### src/rtl/mem_arbiter.sv
// mem_arbiter: two-requester arbiter and sequencer for a single memory port.
// Instruction fetch and data load/store share one memory interface. One
// transaction is granted at a time, the memory request is held until the
// memory answers, and the result goes back to whichever side owns the port.
// A data-grant streak limit keeps fetch from starving. A watchdog aborts a
// transaction that the memory never acknowledges.
module mem_arbiter #(
    parameter int AW             = 16,
    parameter int DW             = 16,
    parameter int MAX_DATA_BURST = 4,
    parameter int TIMEOUT        = 15
) (
    input  logic          clk,
    input  logic          reset,
    input  logic          en,
    // instruction-fetch requester
    input  logic          if_req,
    input  logic [AW-1:0] if_addr,
    output logic          if_gnt,
    output logic          if_valid,
    output logic [DW-1:0] if_rdata,
    // load/store requester
    input  logic          dm_req,
    input  logic          dm_we,
    input  logic [AW-1:0] dm_addr,
    input  logic [DW-1:0] dm_wdata,
    output logic          dm_gnt,
    output logic          dm_valid,
    output logic [DW-1:0] dm_rdata,
    // memory port
    output logic          mem_en,
    output logic          mem_we,
    output logic [AW-1:0] mem_addr,
    output logic [DW-1:0] mem_wdata,
    input  logic [DW-1:0] mem_rdata,
    input  logic          mem_ready,
    // status
    output logic          err,
    output logic          busy
);

    // The counters are sized so they can hold their terminal values exactly.
    localparam int SW = $clog2(MAX_DATA_BURST + 1);
    localparam int WW = $clog2(TIMEOUT + 1);

    localparam logic [SW-1:0] STREAK_MAX = SW'(MAX_DATA_BURST);
    localparam logic [WW-1:0] WDOG_MAX   = WW'(TIMEOUT);

    typedef enum logic [1:0] {
        IDLE    = 2'd0,
        IF_WAIT = 2'd1,
        DM_WAIT = 2'd2
    } state_t;

    state_t state, state_d;

    logic [SW-1:0] streak, streak_d;
    logic [WW-1:0] wdog, wdog_d;

    // next values of the registered outputs
    logic          if_gnt_d, dm_gnt_d;
    logic          if_valid_d, dm_valid_d;
    logic [DW-1:0] if_rdata_d, dm_rdata_d;
    logic          mem_en_d, mem_we_d;
    logic [AW-1:0] mem_addr_d;
    logic [DW-1:0] mem_wdata_d;
    logic          err_d, busy_d;

    // arbitration and completion decisions
    logic          pick_dm, pick_if;
    logic          in_wait, done, timed_out;
    logic [DW-1:0] done_rdata;

    // Data normally wins a collision; once data has been granted
    // MAX_DATA_BURST times in a row while fetch was waiting, fetch goes next.
    assign pick_dm = (state == IDLE) && en && dm_req &&
                     !(if_req && (streak == STREAK_MAX));
    assign pick_if = (state == IDLE) && en && if_req && !pick_dm;

    // A transaction ends on the memory acknowledge or when the watchdog runs
    // out; an acknowledge in the final watchdog cycle still counts as success.
    assign in_wait    = (state == IF_WAIT) || (state == DM_WAIT);
    assign timed_out  = in_wait && !mem_ready && (wdog == WDOG_MAX);
    assign done       = in_wait && (mem_ready || (wdog == WDOG_MAX));
    assign done_rdata = (mem_ready && !mem_we) ? mem_rdata : '0;

    // Next-state, counter and output computation for the sequencer.
    always_comb begin
        state_d     = state;
        streak_d    = streak;
        wdog_d      = wdog;
        if_gnt_d    = 1'b0;
        dm_gnt_d    = 1'b0;
        if_valid_d  = 1'b0;
        dm_valid_d  = 1'b0;
        err_d       = 1'b0;
        if_rdata_d  = if_rdata;
        dm_rdata_d  = dm_rdata;
        mem_en_d    = mem_en;
        mem_we_d    = mem_we;
        mem_addr_d  = mem_addr;
        mem_wdata_d = mem_wdata;

        case (state)
            IDLE: begin
                if (pick_dm) begin
                    state_d     = DM_WAIT;
                    dm_gnt_d    = 1'b1;
                    mem_en_d    = 1'b1;
                    mem_we_d    = dm_we;
                    mem_addr_d  = dm_addr;
                    mem_wdata_d = dm_wdata;
                    wdog_d      = '0;
                    // only back-to-back data grants against a waiting fetch
                    // count toward the streak
                    if (!if_req) begin
                        streak_d = '0;
                    end else if (streak != STREAK_MAX) begin
                        streak_d = streak + SW'(1);
                    end
                end else if (pick_if) begin
                    state_d     = IF_WAIT;
                    if_gnt_d    = 1'b1;
                    mem_en_d    = 1'b1;
                    mem_we_d    = 1'b0;
                    mem_addr_d  = if_addr;
                    mem_wdata_d = '0;
                    wdog_d      = '0;
                    streak_d    = '0;
                end
            end

            IF_WAIT, DM_WAIT: begin
                if (done) begin
                    state_d  = IDLE;
                    mem_en_d = 1'b0;
                    mem_we_d = 1'b0;
                    err_d    = timed_out;
                    if (state == IF_WAIT) begin
                        if_valid_d = 1'b1;
                        if_rdata_d = done_rdata;
                    end else begin
                        dm_valid_d = 1'b1;
                        dm_rdata_d = done_rdata;
                    end
                end else begin
                    wdog_d = wdog + WW'(1);
                end
            end

            default: begin
                state_d  = IDLE;
                mem_en_d = 1'b0;
                mem_we_d = 1'b0;
            end
        endcase

        busy_d = (state_d != IDLE);
    end

    // State register.
    always_ff @(posedge clk or posedge reset) begin
        if (reset) begin
            state <= IDLE;
        end else begin
            state <= state_d;
        end
    end

    // Streak and watchdog counters.
    always_ff @(posedge clk or posedge reset) begin
        if (reset) begin
            streak <= '0;
            wdog   <= '0;
        end else begin
            streak <= streak_d;
            wdog   <= wdog_d;
        end
    end

    // Registered outputs; reset drops the memory request immediately.
    always_ff @(posedge clk or posedge reset) begin
        if (reset) begin
            if_gnt    <= 1'b0;
            dm_gnt    <= 1'b0;
            if_valid  <= 1'b0;
            dm_valid  <= 1'b0;
            if_rdata  <= '0;
            dm_rdata  <= '0;
            mem_en    <= 1'b0;
            mem_we    <= 1'b0;
            mem_addr  <= '0;
            mem_wdata <= '0;
            err       <= 1'b0;
            busy      <= 1'b0;
        end else begin
            if_gnt    <= if_gnt_d;
            dm_gnt    <= dm_gnt_d;
            if_valid  <= if_valid_d;
            dm_valid  <= dm_valid_d;
            if_rdata  <= if_rdata_d;
            dm_rdata  <= dm_rdata_d;
            mem_en    <= mem_en_d;
            mem_we    <= mem_we_d;
            mem_addr  <= mem_addr_d;
            mem_wdata <= mem_wdata_d;
            err       <= err_d;
            busy      <= busy_d;
        end
    end

endmodule

### config.mk
export PLATFORM = sky130hd
export DESIGN_NAME = mem_arbiter
export DESIGN_NICKNAME = d
export VERILOG_FILES = /design/src/rtl/mem_arbiter.sv
export SDC_FILE = /design/constraint.sdc
export NUM_CORES = 1
export LEC_CHECK = 0
export CAP_MARGIN = 20
export CELL_PAD_IN_SITES_DETAIL_PLACEMENT = 0
export CELL_PAD_IN_SITES_GLOBAL_PLACEMENT = 2
export CORE_MARGIN = 1
export CORE_UTILIZATION = 27
export DETAILED_ROUTE_END_ITERATION = 10
export HOLD_SLACK_MARGIN = 0.03
export MAX_ROUTING_LAYER = met4
export PLACE_DENSITY_LB_ADDON = 0.1
export SLEW_MARGIN = 30
export SYNTH_ARGS = -nofsm -noshare
export SYNTH_HDL_FRONTEND = slang
export SYNTH_SLANG_ARGS = --single-unit
### constraint.sdc
create_clock -name clk -period 3.2 [get_ports clk]
set_input_delay 0.32 -clock clk [delete_from_list [all_inputs] [get_ports clk]]
set_output_delay 0.32 -clock clk [all_outputs]
set_load 0.005 [all_outputs]
Word-level counts from Yosys, hierarchy flattened
Index checks and enable logic that the tools add are counted.
Word-level totals
  output and inout bits: 72
  input bits: 71
  register bits: 81
Operators by class
  equality and inequality tests: 9
  mux-type cells: 37
  add/sub/neg operators: 2
  bitwise logic cells: 1
  reductions and logical operators: 27
Operator list (number)
  $mux 16: 5
  $mux 1: 18
  $mux 3: 4
  $mux 4: 3
  $reduce_and 3->1: 4
  $logic_and 1x1->1: 10
  $pmux 4 s2: 1
  $mux 2: 3
  $ne 3x3->1 const B: 2
  $reduce_bool 2->1: 3
  $add 4x1->4 const B: 1
  $eq 4x4->1 const B: 1
  $logic_not 1->1: 4
  $ne 2x2->1 const B: 2
  $pmux 1 s2: 2
  $pmux 2 s2: 1
  $reduce_and 2->1: 2
  $add 3x1->3 const B: 1
  $eq 3x3->1 const B: 1
  $ne 3x2->1 const B: 1
  $eq 2x1->1 const B: 1
  $eq 2x2->1 const B: 1
  $logic_not 2->1: 1
  $logic_or 1x1->1: 2
  other kinds (2): 2

Logic depth before layout (Yosys ltp)
  word-level depth: 10
  depth in mapped cells: 7

Least setup slack after synthesis
No wires, ideal clock.
  kind: register -> register
  start: register state[0]
  end: register if_rdata[0]
  path slack: 1444 ps
  arrival time: 1631 ps
  cell stages (with the launch flop): 7
  path buffers: 2
  path through: dfrtp_1 > inv_1 > ha_1 > clkbuf_1 > nand3_2 > buf_6 > mux2_2
Between the ends
  longest elaborated chain between the ends: 4
RTL lines
  from (decl): RTL line 55  | state_t state, state_d;
  from (signal assigned): RTL line 166  | state <= state_d;
  $eq 2x1->1 or $eq 2x2->1 (tied branches): RTL line 82, 104, 139
  $logic_or 1x1->1: RTL line 82  | assign in_wait = (state == IF_WAIT) || (state == DM_WAIT);
  $logic_and 1x1->1: RTL line 84  | assign done = in_wait && (mem_ready || (wdog == WDOG_MAX));
  $reduce_and 3->1 (no source line) (*)
  to (signal assigned): RTL line 201  | if_rdata <= if_rdata_d;
  to (decl): RTL line 21  | output logic [DW-1:0] if_rdata,
Mark *: on every way between the ends. The rest lies on a longest branch, timed or not.
A chain may end at the register's enable or synchronous reset.

Worst setup path after layout
  start: register state[0]
  end: register mem_addr[13]
Between the ends
  longest elaborated chain between the ends: 8
RTL lines
  $logic_not 2->1 (*): RTL line 76, 78, 104
  $logic_and 1x1->1: RTL line 76, 78
  $logic_and 1x1->1 (2 in a row): RTL line 76  | assign pick_dm = (state == IDLE) && en && dm_req &&
  $logic_not 1->1: RTL line 78  | assign pick_if = (state == IDLE) && en && if_req && !pick_dm;
  $logic_and 1x1->1: RTL line 78
  $reduce_bool 2->1 (no source line)
  $reduce_and 2->1 (no source line)
  to (signal assigned): RTL line 205  | mem_addr <= mem_addr_d;
  to (decl): RTL line 33  | output logic [AW-1:0] mem_addr,
Marked as above.

==> results_dict.tcl <==
set metrics [dict create \
    status "finished clean" \
    clock_skew_ns 0.00721 \
    hold_buffers 0 \
    synth_cells 331 \
    crit_fanout 17 \
    syn2layout_area_growth_pct 51.3 \
    slew_headroom_pct 53.9 \
    post-route-period-util_pct 63.9 \
    max_cap_violations 0 \
    grt_pass1_wl_um 16500 \
    use_met1_pct 19.4 \
    pwr-share-seq_pct 34.7 \
    vdd_drop_max_v 0.000306 \
    die_area_um2 14500 \
    max_freq_mhz 489 \
    nets 548 \
    yosysTopAreaCell "dfrtp_1" \
    antenna_left 0 \
    ys_seq_area_share_pct 53.7 \
    rsz0062_at_grt "false" \
    ys.flop_type "dfrtp_1" \
    ctsRootBufferMaster "clkbuf_16" \
    avgSynthCellArea_um2 11.4 \
    clk-insertion-delay-late_ns 0.33 \
    synthArstFlopShare_pct 100 \
    ys_ff_latch 81 \
    clockBufferDepth 2 \
    grt_antenna_before_repair 0 \
    grt_max_degree 46 \
    vias_per_cell 4.63 \
    drive_gt1_share_pct 13.0 \
    finalCriticalPeriod_ns 2.05 \
    drv_slew 0 \
    core-area_um2 13500 \
    synth_area_um2 3780 \
    wl_um 10400 \
    power_density_nw_per_um2 848 \
    p_leak_uw 0.00256 \
    tightestPinTransition_ns 0.690 \
    critPathCaptureType "flip-flop" \
    detailed_place_hpwl_um 6950 \
    totalPowerFinal_uw 4850 \
    cts_inserted_buffers 9 \
    num_antenna_cells 0 \
    cts_resized 0 \
    hp-class "input pin to asynchronous set/reset pin" \
    fp.dieH_um 120 \
    power_switching_uw 1430 \
    num_rows 42 \
    synth.distinct_cells 40 \
    synth.net_count 408 \
    clock-sinks 81 \
    ios 143 \
    clk_pin_slew_ns 0.06 \
    crit_path_start_kind "flip-flop" \
    io_buffers 142 \
    critPathArrivalTime_ns 2.24 \
    rr_worst_depth 7 \
    fin_area_um2 5710 \
    stdcell_count 652 \
    synth-edff-count 0 \
    postCtsSetupRepairBufs 0 \
    route.detailed.drc 0 \
    synth_area_leaders "dfrtp_1 (54%), mux2_2 (6.9%), mux2i_1 (4.2%), o211ai_1 (4.0%), mux2_4 (3.6%)" \
    wl_per_cell_um 16.0 \
    finalHoldViolCount 0 \
    pwr-share-comb_pct 41.0 \
    initial_core_util_pct 28.1 \
    cts_tree "built" \
    layout_commonest_cell "clkdlybuf4s50_1" \
    dp.cells 636 \
    timing.setup.tns_ns 0 \
    whs_ns 0.394 \
    setup_viol 0 \
    worstSetupPathType "flip-flop to flip-flop" \
    place_congestion 0.698 \
    drt_iter0_markers 151 \
    grt_overflow 0 \
    die_w_um 120 \
    p_sw_share_pct 29.5 \
    synth_warnings 0 \
    layout_common_cells "clkdlybuf4s50_1 (142), dfrtp_1 (81), inv_1 (26), mux2_2 (23), a21oi_1 (23)" \
    dr_total_vias 3019 \
    worstPathRequired_ns 3.40 \
    grt_pass1_vias 3058 \
    place_area_um2 5380 \
    power.share.clock_pct 24.3 \
    top_usage_layer "met2" \
    use_met2_pct 23.1 \
    cts_max_level 3 \
    fillers 1316 \
    p_int_uw 3420 \
    grt_use_total_pct 15.4 \
    met3_usage_pct 4.58 \
    first_pass_iters 4 \
    r2r_slack_ns 1.15 \
    synth.top_cell.area_share_pct 53.7 \
]
-- metrics by stage --
stage	util (%)	worst slack [ns]
detailed placement	40.0	0.821
global placement	40.0	0.854
global route	42.5	0.932
CTS	42.5	1.10
finish	42.5	1.15
floorplan	-	0.800
-- sequential cells by signal, summed over array words and instances (netlist names) --
register   count
dm_rdata      16
if_rdata      16
mem_addr      16
mem_wdata     16
wdog           4
streak         3
state          2
busy           1
dm_gnt         1
dm_valid       1
err            1
if_gnt         1
if_valid       1
mem_en         1
mem_we         1
-- area by class of cell --
cell class / instances / area, µm² / share of cell area [%]
tap: 176 / 220 / 3.85
sequential: 81 / 2030 / 35.5
multi-input combinational: 201 / 1530 / 26.7
clock inverter: 5 / 104 / 1.82
inverter: 27 / 103 / 1.80
clock buffer: 11 / 233 / 4.07
timing repair buffer: 151 / 1500 / 26.3
-- per-layer routing --
layer | vias to the layer above | share of wire [%]
met4 | 0 | 1.1
li1 | 1454 | -
met1 | 1453 | 47
met3 | 8 | 7.7
met2 | 104 | 45
met5 | - | 0
-- power groups by stage --
| stage | logic, µW | clock network, µW | registers [µW] |
|---|---|---|---|
| after global placement | 2000 | 0 | 1690 |
| after floorplan | 926 | 0 | 1700 |
| after global routing | 2170 | 1260 | 1740 |
| after CTS | 2020 | 1220 | 1690 |
| final | 1990 | 1180 | 1680 |
| after detailed placement | 2020 | 0 | 1690 |
-- cell families (layout without fill, tap and decap cells) --
family / count (synthesis) / after routing / synth area share (%)
compound gates: 81 / 81 / 13.6
flops: 81 / 81 / 53.7
simple gates: 66 / 66 / 10.1
buf+inv: 49 / 194 / 5.96
mux: 48 / 48 / 14.7
fa+ha+maj: 6 / 6 / 1.99
-- final timing paths --
path / from / end
worst min register to register: if_rdata[8]$_DFFE_PP0P_ / if_rdata[8]$_DFFE_PP0P_
worst max register to register: state[0]$_DFF_PP0_ / mem_addr[13]$_DFFE_PP0P_
min in group clk: if_rdata[8]$_DFFE_PP0P_ / if_rdata[8]$_DFFE_PP0P_
worst min-delay path: reset / dm_rdata[8]$_DFFE_PP0P_
worst max-delay path: state[0]$_DFF_PP0_ / mem_addr[13]$_DFFE_PP0P_
max in group asynchronous: reset / if_rdata[1]$_DFFE_PP0P_
-- synth_stat cells, types with 8 or more instances --
| cell type | count |
|---|---|
| a21oi_1 | 23 |
| and2_1 | 16 |
| clkbuf_1 | 13 |
| dfrtp_1 | 81 |
| inv_1 | 27 |
| mux2_2 | 23 |
| mux2_4 | 9 |
| mux2i_1 | 16 |
| nand3_1 | 8 |
| nor3_1 | 16 |
| o211ai_1 | 20 |
| o21ai_0 | 22 |
-- worst max-delay path, stage by stage, from the launching register on --
cell and delay (ns):
dfrtp_1 0.44, inv_1 0.08, ha_1 0.13, buf_4 0.17
nand3_2 0.46, buf_4 0.38, mux2i_1 0.15, a21oi_1 0.08
No activity file was read; power rests on OpenSTA's default activity.
